<file path="src/rtl/fft_pkg.sv">
// Shared definitions for the FFT sample front end: default sizing, the sample word type
// and the index-width helper used by the deserializer and its frame banks.
package fft_pkg;
   localparam int DEF_BIT_WIDTH = 32;
   localparam int DEF_N_SAMPLES = 8;
   localparam int IDX_W         = $clog2(DEF_N_SAMPLES);

   typedef logic [DEF_BIT_WIDTH-1:0] sample_t;

   // Width of a sample index within a frame; never narrower than one bit.
   function automatic int idx_width(input int n);
      return (n > 1) ? $clog2(n) : 1;
   endfunction
endpackage

</file>
<file path="src/rtl/fft_frame_bank.sv">
// One frame buffer of N_SAMPLES words with an indexed write port, a full flag
// (set/clear) and the whole frame visible in parallel on rd_data.
module fft_frame_bank
   import fft_pkg::*;
#(
   parameter int BIT_WIDTH = DEF_BIT_WIDTH,
   parameter int N_SAMPLES = DEF_N_SAMPLES,
   localparam int AW       = idx_width(N_SAMPLES)
) (
   input  logic                                clk,
   input  logic                                reset,
   input  logic                                wr_en,
   input  logic [AW-1:0]                       wr_idx,
   input  logic [BIT_WIDTH-1:0]                wr_data,
   input  logic                                set_full,
   input  logic                                clr_full,
   output logic                                full,
   output logic [N_SAMPLES-1:0][BIT_WIDTH-1:0] rd_data
);

   logic [N_SAMPLES-1:0][BIT_WIDTH-1:0] mem;

   // Words are cleared on reset so no stale frame can ever reach the FFT.
   always_ff @(posedge clk or negedge reset) begin
      if (!reset) begin
         mem  <= '0;
         full <= 1'b0;
      end else begin
         if (wr_en)
            mem[wr_idx] <= wr_data;
         if (set_full)
            full <= 1'b1;
         else if (clr_full)
            full <= 1'b0;
      end
   end

   assign rd_data = mem;

endmodule

</file>
<file path="src/rtl/fft_sample_deserializer.sv">
// Serial-to-parallel front end for the FFT: samples stream into one of two frame banks
// while the other bank is offered to the FFT as a complete frame.
module fft_sample_deserializer
   import fft_pkg::*;
#(
   parameter int BIT_WIDTH = DEF_BIT_WIDTH,
   parameter int N_SAMPLES = DEF_N_SAMPLES,
   localparam int AW       = idx_width(N_SAMPLES)
) (
   input  logic                                clk,
   input  logic                                reset,
   input  logic [BIT_WIDTH-1:0]                recv_msg,
   input  logic                                recv_val,
   output logic                                recv_rdy,
   output logic [N_SAMPLES-1:0][BIT_WIDTH-1:0] send_msg,
   output logic                                send_val,
   input  logic                                send_rdy
);

   logic                                     wr_bank;
   logic                                     rd_bank;
   logic [AW-1:0]                            wr_idx;
   logic [1:0]                               full;
   logic [1:0][N_SAMPLES-1:0][BIT_WIDTH-1:0] bank_data;
   logic                                     recv_fire;
   logic                                     send_fire;
   logic                                     last_word;

   assign recv_fire = recv_val && recv_rdy;
   assign send_fire = send_val && send_rdy;
   assign last_word = (wr_idx == AW'(N_SAMPLES - 1));

   for (genvar b = 0; b < 2; b++) begin : g_bank
      localparam logic BSEL = 1'(b);

      fft_frame_bank #(
         .BIT_WIDTH (BIT_WIDTH),
         .N_SAMPLES (N_SAMPLES)
      ) u_bank (
         .clk      (clk),
         .reset    (reset),
         .wr_en    (recv_fire && (wr_bank == BSEL)),
         .wr_idx   (wr_idx),
         .wr_data  (recv_msg),
         .set_full (recv_fire && last_word && (wr_bank == BSEL)),
         .clr_full (send_fire && (rd_bank == BSEL)),
         .full     (full[b]),
         .rd_data  (bank_data[b])
      );
   end

   // Both handshake outputs come straight from bank flags and pointers (registers only).
   assign recv_rdy = !full[wr_bank];
   assign send_val = full[rd_bank];
   assign send_msg = bank_data[rd_bank];

   always_ff @(posedge clk or negedge reset) begin
      if (!reset) begin
         wr_bank <= 1'b0;
         rd_bank <= 1'b0;
         wr_idx  <= '0;
      end else begin
         if (recv_fire) begin
            if (last_word) begin
               wr_idx  <= '0;
               wr_bank <= !wr_bank;
            end else begin
               wr_idx  <= wr_idx + 1'b1;
            end
         end
         if (send_fire)
            rd_bank <= !rd_bank;
      end
   end

endmodule

</file>
<file path="config.mk">
export PLATFORM = sky130hd
export DESIGN_NAME = fft_sample_deserializer
export DESIGN_NICKNAME = d
export VERILOG_FILES = /design/src/rtl/fft_pkg.sv /design/src/rtl/fft_frame_bank.sv /design/src/rtl/fft_sample_deserializer.sv
export SDC_FILE = /design/constraint.sdc
export NUM_CORES = 1
export LEC_CHECK = 0
export BUFFER_PORTS_ARGS = -buffer_cell sky130_fd_sc_hd__buf_2
export CAP_MARGIN = 20
export CORE_MARGIN = 1
export CORE_UTILIZATION = 35
export CTS_CLUSTER_DIAMETER = 80
export CTS_CLUSTER_SIZE = 30
export DETAILED_ROUTE_END_ITERATION = 10
export PLACE_DENSITY_LB_ADDON = 0.2
export SYNTH_ARGS = -nofsm -noshare
export SYNTH_HDL_FRONTEND = slang
export SYNTH_HIERARCHICAL = 1
export SYNTH_SLANG_ARGS = --single-unit
</file>
<file path="constraint.sdc">
create_clock -name clk -period 2.14 [get_ports clk]
set_input_delay 0.428 -clock clk [delete_from_list [all_inputs] [get_ports clk]]
set_output_delay 0.428 -clock clk [all_outputs]
set_load 0.02 [all_outputs]
</file>
## After elaboration in Yosys (flattened, before gate mapping)

Index checks and enable logic that the tools add are counted.

- $add $sub $neg: 1
- Magnitude comparators: 4
- Equal/unequal tests: 1
- Mux-type cells: 15
- Bitwise operators: 2
- Reduce and logical (&&, ||, !) cells: 16

Operators with widths:

| kind | count |
|---|---|
| bitwise mux 256 bit | 2 |
| 2-to-1 mux 256 bit | 2 |
| demux 32 bit (select 3 bit) | 1 |
| 2-to-1 mux 32 bit | 1 |
| logical AND 1 bit | 10 |
| 2-to-1 mux 1 bit | 8 |
| less-than comparator 1 x 2 -> 1 bit, second input constant | 2 |
| less-than comparator 3 x 4 -> 1 bit, second input constant | 1 |
| nonzero test 2 bit | 2 |
| adder 3 x 1 -> 3 bit, second input constant | 1 |
| equality test 3 bit, second input constant | 1 |
| >= comparator 3 x 1 -> 1 bit, second input constant | 1 |
| logical NOT 1 bit | 3 |
| 2-to-1 mux 3 bit | 1 |
| NOT 1 bit | 2 |
| AND reduction 2 bit | 1 |

- Register bits: 519
- Output and inout bits: 258

## Longest topological paths before layout

Gate-level depths: netlist (run 1).

- Depth in word-level cells: 7
- Mapped depth: 6
- Depth with buffers taken out: 5

## By module

Netlist (run 1), hierarchy kept.

By module, submodules not included:

| module | times used | cells an instance | area each (um2) |
|---|---|---|---|
| fft_frame_bank | 2 | 554 | 9653.0 |
| fft_sample_deserializer | 1 | 311 | 3444.6 |

## Worst setup path before layout (run 1)

Ideal clock, no wire load.

- Path type: reg-to-reg
- From: register g_bank[0].u_bank.full
- To: register g_bank[0].u_bank.mem (netlist bit g_bank[0].u_bank/rd_data[10])
- Arrival time: 1.622 ns
- Setup slack: 0.393 ns
- Stages on the path, launching flop included: 6
- Path buffers: 2
- Path through: dfrtp_1 -> nor3b_1 -> buf_2 -> nor4b_4 -> buf_6 -> mux2_2

- Cells in the longest elaborated chain, start to end: 5

RTL lines:

| what | line | RTL |
|---|---|---|
| start: declaration | fft_frame_bank.sv:17 | `output logic full,` |
| start signal: assignment | fft_frame_bank.sv:27 | `full <= 1'b0;` |
| start signal: assignment | fft_frame_bank.sv:32 | `full <= 1'b1;` |
| start signal: assignment | fft_frame_bank.sv:34 | `full <= 1'b0;` |
| 2-to-1 mux 1 bit (not written as such) (2 in a row) | fft_sample_deserializer.sv:53 | `assign recv_rdy = !full[wr_bank];` |
| logical NOT 1 bit | fft_sample_deserializer.sv:53 |  |
| logical AND 1 bit | fft_sample_deserializer.sv:29 | `assign recv_fire = recv_val && recv_rdy;` |
| logical AND 1 bit | fft_sample_deserializer.sv:42 | `.wr_en (recv_fire && (wr_bank == BSEL)),` |
| end signal: indexed assignment | fft_frame_bank.sv:30 | `mem[wr_idx] <= wr_data;` |
| end: declaration | fft_frame_bank.sv:21 | `logic [N_SAMPLES-1:0][BIT_WIDTH-1:0] mem;` |

No other way between the ends. The select of a mux whose other input is x is not followed.
A chain may end at the register's enable or synchronous reset.

==> results of run 1 <==
## synth_stat cells, drive strengths merged
library cell and instances:
ha 2, nor3b 2, mux2i 1, nor3 1, mux2 772, o21ai 1, nand2b 1, inv 2
dfrtp 519, nand4b 6, buf 91, and3 1, a21o 2, a21oi 1, and3b 1, nor4b 2
nor4bb 6, nand2 3, nand4 2, nor2 3
## kinds of logic (layout without fill, tap and decap cells)
kind of cell    count (synthesis)  after routing  share of synthesized area
other cells                     0              1                          0
buf+inv                        93            469                     0.0340
simple gates                   28             28                     0.0104
compound gates                  4              4                    0.00110
flops                         519            519                      0.571
mux                           773            773                      0.383
fa+ha+maj                       2              2                    0.00110
## routing by layer
metal	up-vias	wire [um]	GRT usage
met2	207	29800	0.303
met3	63	2390	0.0324
met4	2	1280	0.0435
li1	5834	-	-
met5	-	11	0
met1	7005	27600	0.238
## flip-flops by register name, indices dropped and copies added (netlist names)
name and flops:
g_bank.u_bank/rd_data 512, wr_idx 3, g_bank.u_bank/full 2, rd_bank 1, wr_bank 1
## where the power goes
group          internal, mW  total (mW)  switching (mW)
clock                  3.76        7.62            3.86
combinational          12.2        23.4            11.2
sequential             14.3        16.5            2.13
## timing repair
item                                    in CTS  in global routing
hold buffers                                 1                  0
gates cloned                                 2                 17
setup buffers                                7                  8
hold endpoints to repair                    32                  0
endpoints found under the setup margin     260                318
gates resized for setup                     39                268
## cell type report
class / instances / area (sq um)
clock inverters: 22 / 323
multi-input cells: 807 / 9290
inverters: 2 / 7.51
well taps: 855 / 1070
fillers: 5763 / 36100
diodes: 1 / 2.50
flip-flops and latches: 519 / 13000
repair buffers: 406 / 3670
clock buffers: 39 / 933
## path summary, 6_finish.rpt
path | to | slack (ns) | depth (start not counted)
max | send_msg[21] | -0.33 | 5
min | rd_bank$_DFFE_PN0N_ | 0.23 | 3
max reg2reg | g_bank[0].u_bank/rd_data[31]$_DFFE_PN0P_ | 0.16 | 5
min reg2reg | g_bank[0].u_bank/rd_data[5]$_DFFE_PN0P_ | 0.48 | 1
max in group asynchronous | g_bank[0].u_bank/rd_data[172]$_DFFE_PN0P_ | 0.87 | 3
min in group asynchronous | g_bank[1].u_bank/rd_data[79]$_DFFE_PN0P_ | 0.42 | 2
## through the flow
step | setup TNS, ns | util | area (sq um) | hold slack [ns]
after detailed placement | -2.04 | 0.397 | 25500 | 0.427
final | -66.37 | 0.440 | 28300 | 0.232
after floorplan | 0 | - | 22800 | 0.132
after global routing | -80.53 | 0.440 | 28300 | 0.240
after global placement | -0.770 | 0.397 | 25500 | 0.431
after CTS | -78.23 | 0.420 | 27000 | 0.189
## placed cells by master, fill, tap and decap left out, types with 2 or more instances in the layout
cell type / count
nor3b_1: 2
clkinv_2: 2
nand2_1: 3
nor4bb_4: 6
buf_4: 72
clkinv_4: 2
nor4b_4: 2
mux2_2: 681
buf_6: 97
inv_6: 4
inv_8: 4
nand4_1: 2
inv_16: 3
nand4b_1: 6
nor2_1: 3
bufinv_16: 3
clkbuf_16: 52
ha_1: 2
inv_1: 2
dfrtp_1: 518
mux2_4: 57
buf_2: 186
a21o_1: 2
clkbuf_1: 2
buf_8: 6
buf_16: 8
inv_12: 4
mux2_1: 34
buf_12: 20
## worst max-delay path: stages, from the launching register on
cell and delay [ns]:
dfrtp_4 0.51, buf_6 0.15, buf_12 0.15, clkbuf_16 0.17, mux2_4 0.33, buf_2 0.17
==> qor.yml, run 1 <==
global_routing:
  grt_pass1_vias: 13800
  grt_usage: 0.179
  grt_pass1_wl_mm: 89.8
  grt_remaining_overflow: 0
  grt_max_degree: 63
  grt_antenna_before_repair: 2
timing:
  max_freq_mhz: 405
  rsz0062_at_grt: "true"
  tightest_slew_ns: 0.558
  fin_ws_ns: -0.331
  setup_viol: 256
  finalHoldViolCount: 0
  drv_slew: 0
  layout_min_cycle_time_ns: 2.47
  relSlewSlack: 0.628
  fin_skew_ns: 0.0237
  min_period_over_period: 1.15
critical_path:
  crit_type: "flop to output pin"
  end_kind: "output pin"
  required_ns: 1.71
  cp-start-kind: "flop"
  cp.arrival_ns: 2.04
  cp-startpoint: "rd_bank$_DFFE_PN0N_"
  rr_startpoint: "wr_bank$_DFFE_PN0P_"
  cp_max_fo: 8
place:
  pre_cts_slack_ns: -0.0696
  place.gp.congestion: 0.737
  hpwl_mm: 39.4
  placed_cells: 2555
  numPortBuffers: 293
yosys:
  ys_warn_count: 6
  ys_top_cells_by_area: "dfrtp_1 (57%), mux2_2 (36%), mux2_1 (2.6%)"
  synth_top_cell_area_share: 0.571
  ys_ff_latch: 519
  yosysSeqAreaShare: 0.571
  synth.net_count: 1457
  syn_inst: 1419
  synth_cell_types: 23
  syn_area_per_cell_sq_um: 16.0
  syn-cell-area_sq_um: 22800
  yosysTopAreaCell: "dfrtp_1"
cts:
  root_buffer: "clkbuf_16"
  clk_latency_ns: 0.57
  cts_buffers: 34
  numClockSinks: 519
  clk_pin_slew_ns: 0.07
  htree_num_levels: 2
  clock_path_buffers: 3
  cts_tree: "built"
drt:
  via_per_inst: 4.95
  wl_per_cell_um: 23.0
  drt-total-wl_mm: 61.0
  ant_nets: 0
  drt_iter0_markers: 644
  num_vias: 13100
  drc_errors: 0
  dr.pass1.iters: 6
floorplanning:
  start_util: 0.354
  row_count: 93
  io_pins: 294
  fp.dieW_um: 257
  fp.coreArea_sq_um: 64300
  die_y_um: 257
  dieArea_sq_um: 66000
outcome:
  status: "finished with violations"
  violations: "negative setup slack"
worst_hold_path:
  min_path_type: "input pin to flop"
  worstHoldStart: "send_rdy"
layout:
  layoutNonFillerInstCount: 2651
  syn_to_final_growth_pct: 24.3
  drive_above_1_share: 0.675
  fin_nets: 1808
pwr:
  irDropWorstVdd_mv: 0.797
  p_leak_nw: 13.5
  finalPower_mw: 47.4
  powerDensity_nw_per_um2: 1680
flow_run:
  cap_violations: 0
Note: power is estimated with default switching activity, not from simulation.
==> run 2, diff against run 1 <==
==> constraint.sdc (replaced) <==
create_clock -name clk -period 2.14 [get_ports clk]
set_input_delay 0 -clock clk [delete_from_list [all_inputs] [get_ports clk]]
set_output_delay 0 -clock clk [all_outputs]
set_load 0.02 [all_outputs]
==> run 2 against run 1 <==
  * The flow now finishes without violations
  * First-iteration DRC count fell by 31%
  * Setup slack improved by 0.34 ns
  * Critical path depth fell by 1
  * Routed wire length fell by 3.9%
  * Sequential cell count did not move
  * Sequential power barely moved
  * Total power fell by 8.3%
  * Non-clock buffer count fell by 23
  * Clock power fell by 0.5%
  * Critical path type unchanged
  * Critical endpoint is now send_msg[244]
  * Largest cell class unchanged
  * Highest routed layer unchanged
==> qor.yml, run 2 (same netlist as run 1, synthesis figures left out) <==
outcome:
  status: "finished clean"
timing:
  min_period_over_period: 0.998  # -0.157
  drv_slew: 0  # unchanged
  relSlewSlack: 0.680  # +0.0516
  layout_min_cycle_time_ns: 2.14  # -0.336 ns
  max_freq_mhz: 468  # +16%
  fin_skew_ns: 0.0266  # +0.00283 ns
  finalHoldViolCount: 0  # unchanged
  setup_tns_ns: 0  # +66.37 ns
  hold_slack_ns: 0.0262  # -0.206 ns
  rsz0062_at_grt: "true"
  tightest_slew_ns: 0.480  # -0.0774 ns
  fin_ws_ns: 0.00476  # +0.336 ns
  setup_viol: 0  # -100%
cts:
  clk_pin_slew_ns: 0.09  # +0.02 ns
  root_buffer: "clkbuf_16"
  cts_tree: "built"
  numClockSinks: 519  # unchanged
  htree_num_levels: 2  # unchanged
  cts_buffers: 34  # unchanged
  clk_latency_ns: 0.58  # about the same
  clock_path_buffers: 3  # unchanged
  post-cts-setup-buffers: 0  # -7
critical_path:
  cp_slowest_cell: "dfrtp_4"
  critical-path-max-stage-delay_ns: 0.47  # -0.04 ns
  cp-start-kind: "flop"
  critPathMostFrequentCell: "buf_12"
  required_ns: 2.14  # +0.43 ns
  cp.arrival_ns: 2.14  # +0.10 ns
  cp_max_fo: 40  # +32
  end_kind: "output pin"
  crit_type: "flop to output pin"
  path_cells: "buf_12 -> buf_12 -> mux2_1 -> buf_2"
layout:
  fill_cells: 5883  # +2.1%
  syn_to_final_growth_pct: 18.5
  fin_nets: 1785  # -1.3%
  largest_register_ffs: 512  # unchanged
  multi_input_area_sq_um: 9080  # -2.3%
  fin_area_sq_um: 27000  # -4.7%
  seqCellArea_sq_um: 13000  # unchanged
  layout_commonest_cell: "mux2_2"
  drive_above_1_share: 0.642  # -0.0322
  most-common-layout-cells: "mux2_2 (719), dfrtp_1 (518), buf_2 (292)"
pwr:
  share_comb_of_total_power: 0.448  # -0.044
  switching_power_mw: 16.2  # -5.6%
  p_sw_frac: 0.373  # +0.0109
  powerDensity_nw_per_um2: 1610  # -3.8%
  p_int_mw: 27.3  # -9.9%
  irDropWorstVdd_mv: 0.840  # +5.4%
  p_seq_frac: 0.378  # +0.031
  power_frac_clock: 0.174  # +0.013
  p_leak_nw: 12.8  # -5.2%
floorplanning:
  row_count: 93  # unchanged
  start_util: 0.354  # unchanged
  io_pins: 294  # unchanged
  die_y_um: 257  # unchanged
  fp.coreArea_sq_um: 64300  # unchanged
  dieArea_sq_um: 66000  # unchanged
  fp.dieW_um: 257  # unchanged
drt:
  via_per_inst: 4.91  # -0.77%
  drt-total-wl_mm: 58.7  # -3.9%
  dr.pass1.iters: 6  # unchanged
  num_vias: 12900  # -1.6%
  ant_nets: 0  # unchanged
  drt_iter0_markers: 446  # -31%
  drc_errors: 0  # unchanged
  wl_per_cell_um: 22.3  # -3.1%
place:
  numPortBuffers: 293  # unchanged
  place.gp.congestion: 0.727  # -1.5%
  pre_cts_slack_ns: 0.108  # +0.178 ns
  hpwl_mm: 38.2  # -2.8%
  placed_cell_area_sq_um: 25300  # -0.88%
global_routing:
  grt_antenna_before_repair: 1  # -1
  grt_remaining_overflow: 0  # unchanged
  grt_usage: 0.179  # -0.000569
  grt_pass1_wl_mm: 89.6  # -0.28%
  grt_max_degree: 85  # +35%
  grt_pass1_vias: 13900  # +0.64%
worst_hold_path:
  min_path_type: "input pin to flop"
flow_run:
  cap_violations: 0  # unchanged
-- run 2: final timing paths --
| check | to | cells after the start | slack, ns | from |
|---|---|---|---|---|
| max | send_msg[244] | 4 | 0.005 | rd_bank$_DFFE_PN0N_ |
| max reg2reg | g_bank[1].u_bank/rd_data[31]$_DFFE_PN0P_ | 4 | 0.14 | g_bank[1].u_bank/full$_DFFE_PN0P_ |
| min in group asynchronous | g_bank[0].u_bank/rd_data[182]$_DFFE_PN0P_ | 3 | 0.47 | reset |
| max in group asynchronous | g_bank[1].u_bank/rd_data[200]$_DFFE_PN0P_ | 4 | 0.88 | reset |
| min | g_bank[0].u_bank/rd_data[105]$_DFFE_PN0P_ | 2 | 0.03 | recv_msg[9] |
| min reg2reg | g_bank[1].u_bank/rd_data[142]$_DFFE_PN0P_ | 1 | 0.49 | g_bank[1].u_bank/rd_data[142]$_DFFE_PN0P_ |
-- run 2: power groups by stage --
stage	combinational (mW)	clock, mW	sequential [mW]
after floorplan	14.0	0	15.9
after global placement	19.4	0	16.4
after detailed placement	19.7	0	16.7
after CTS	19.8	7.92	16.5
after global routing	20.8	8.23	17.1
final	19.5	7.58	16.4
-- run 2: repair_timing --
item | in CTS | in global routing
setup endpoints to repair | 38 | 79
hold buffers | 36 | 0
hold endpoints to repair | 958 | 0
gates cloned | 0 | 0
gates resized for setup | 1 | 2
pin swaps | 0 | 0
-- run 2: layer usage --
layer	routed length, um	up-vias	track usage
met5	13	-	0
met4	1290	2	0.0478
met3	2610	63	0.0363
met2	28800	193	0.301
met1	26000	6872	0.233
li1	-	5772	-
-- run 2: per-stage QoR --
stage / util / total power [mW] / cells
final: 0.419 / 43.5 / 2629
after CTS: 0.419 / 44.2 / 2628
after global routing: 0.419 / 46.1 / 2628
after floorplan: - / 29.9 / 1419
after detailed placement: 0.393 / 36.4 / 2530
after global placement: 0.393 / 35.8 / 2530
-- run 2: area by class of cell --
type | instances | area share
clock inverter | 22 | 0.0115
clock buffer | 40 | 0.0359
sequential | 519 | 0.482
tap | 855 | 0.0397
timing repair buffer | 383 | 0.0937
antenna | 1 | 0.0000928
inverter | 2 | 0.000278
multi-input combinational | 807 | 0.337
-- run 2: worst max-delay path, delay by kind of cell, from the launching register on --
| kind | cells | cell delay (ns) |
|---|---|---|
| buf+inv | 3 | 0.66 |
| flops | 1 | 0.47 |
| mux | 1 | 0.43 |
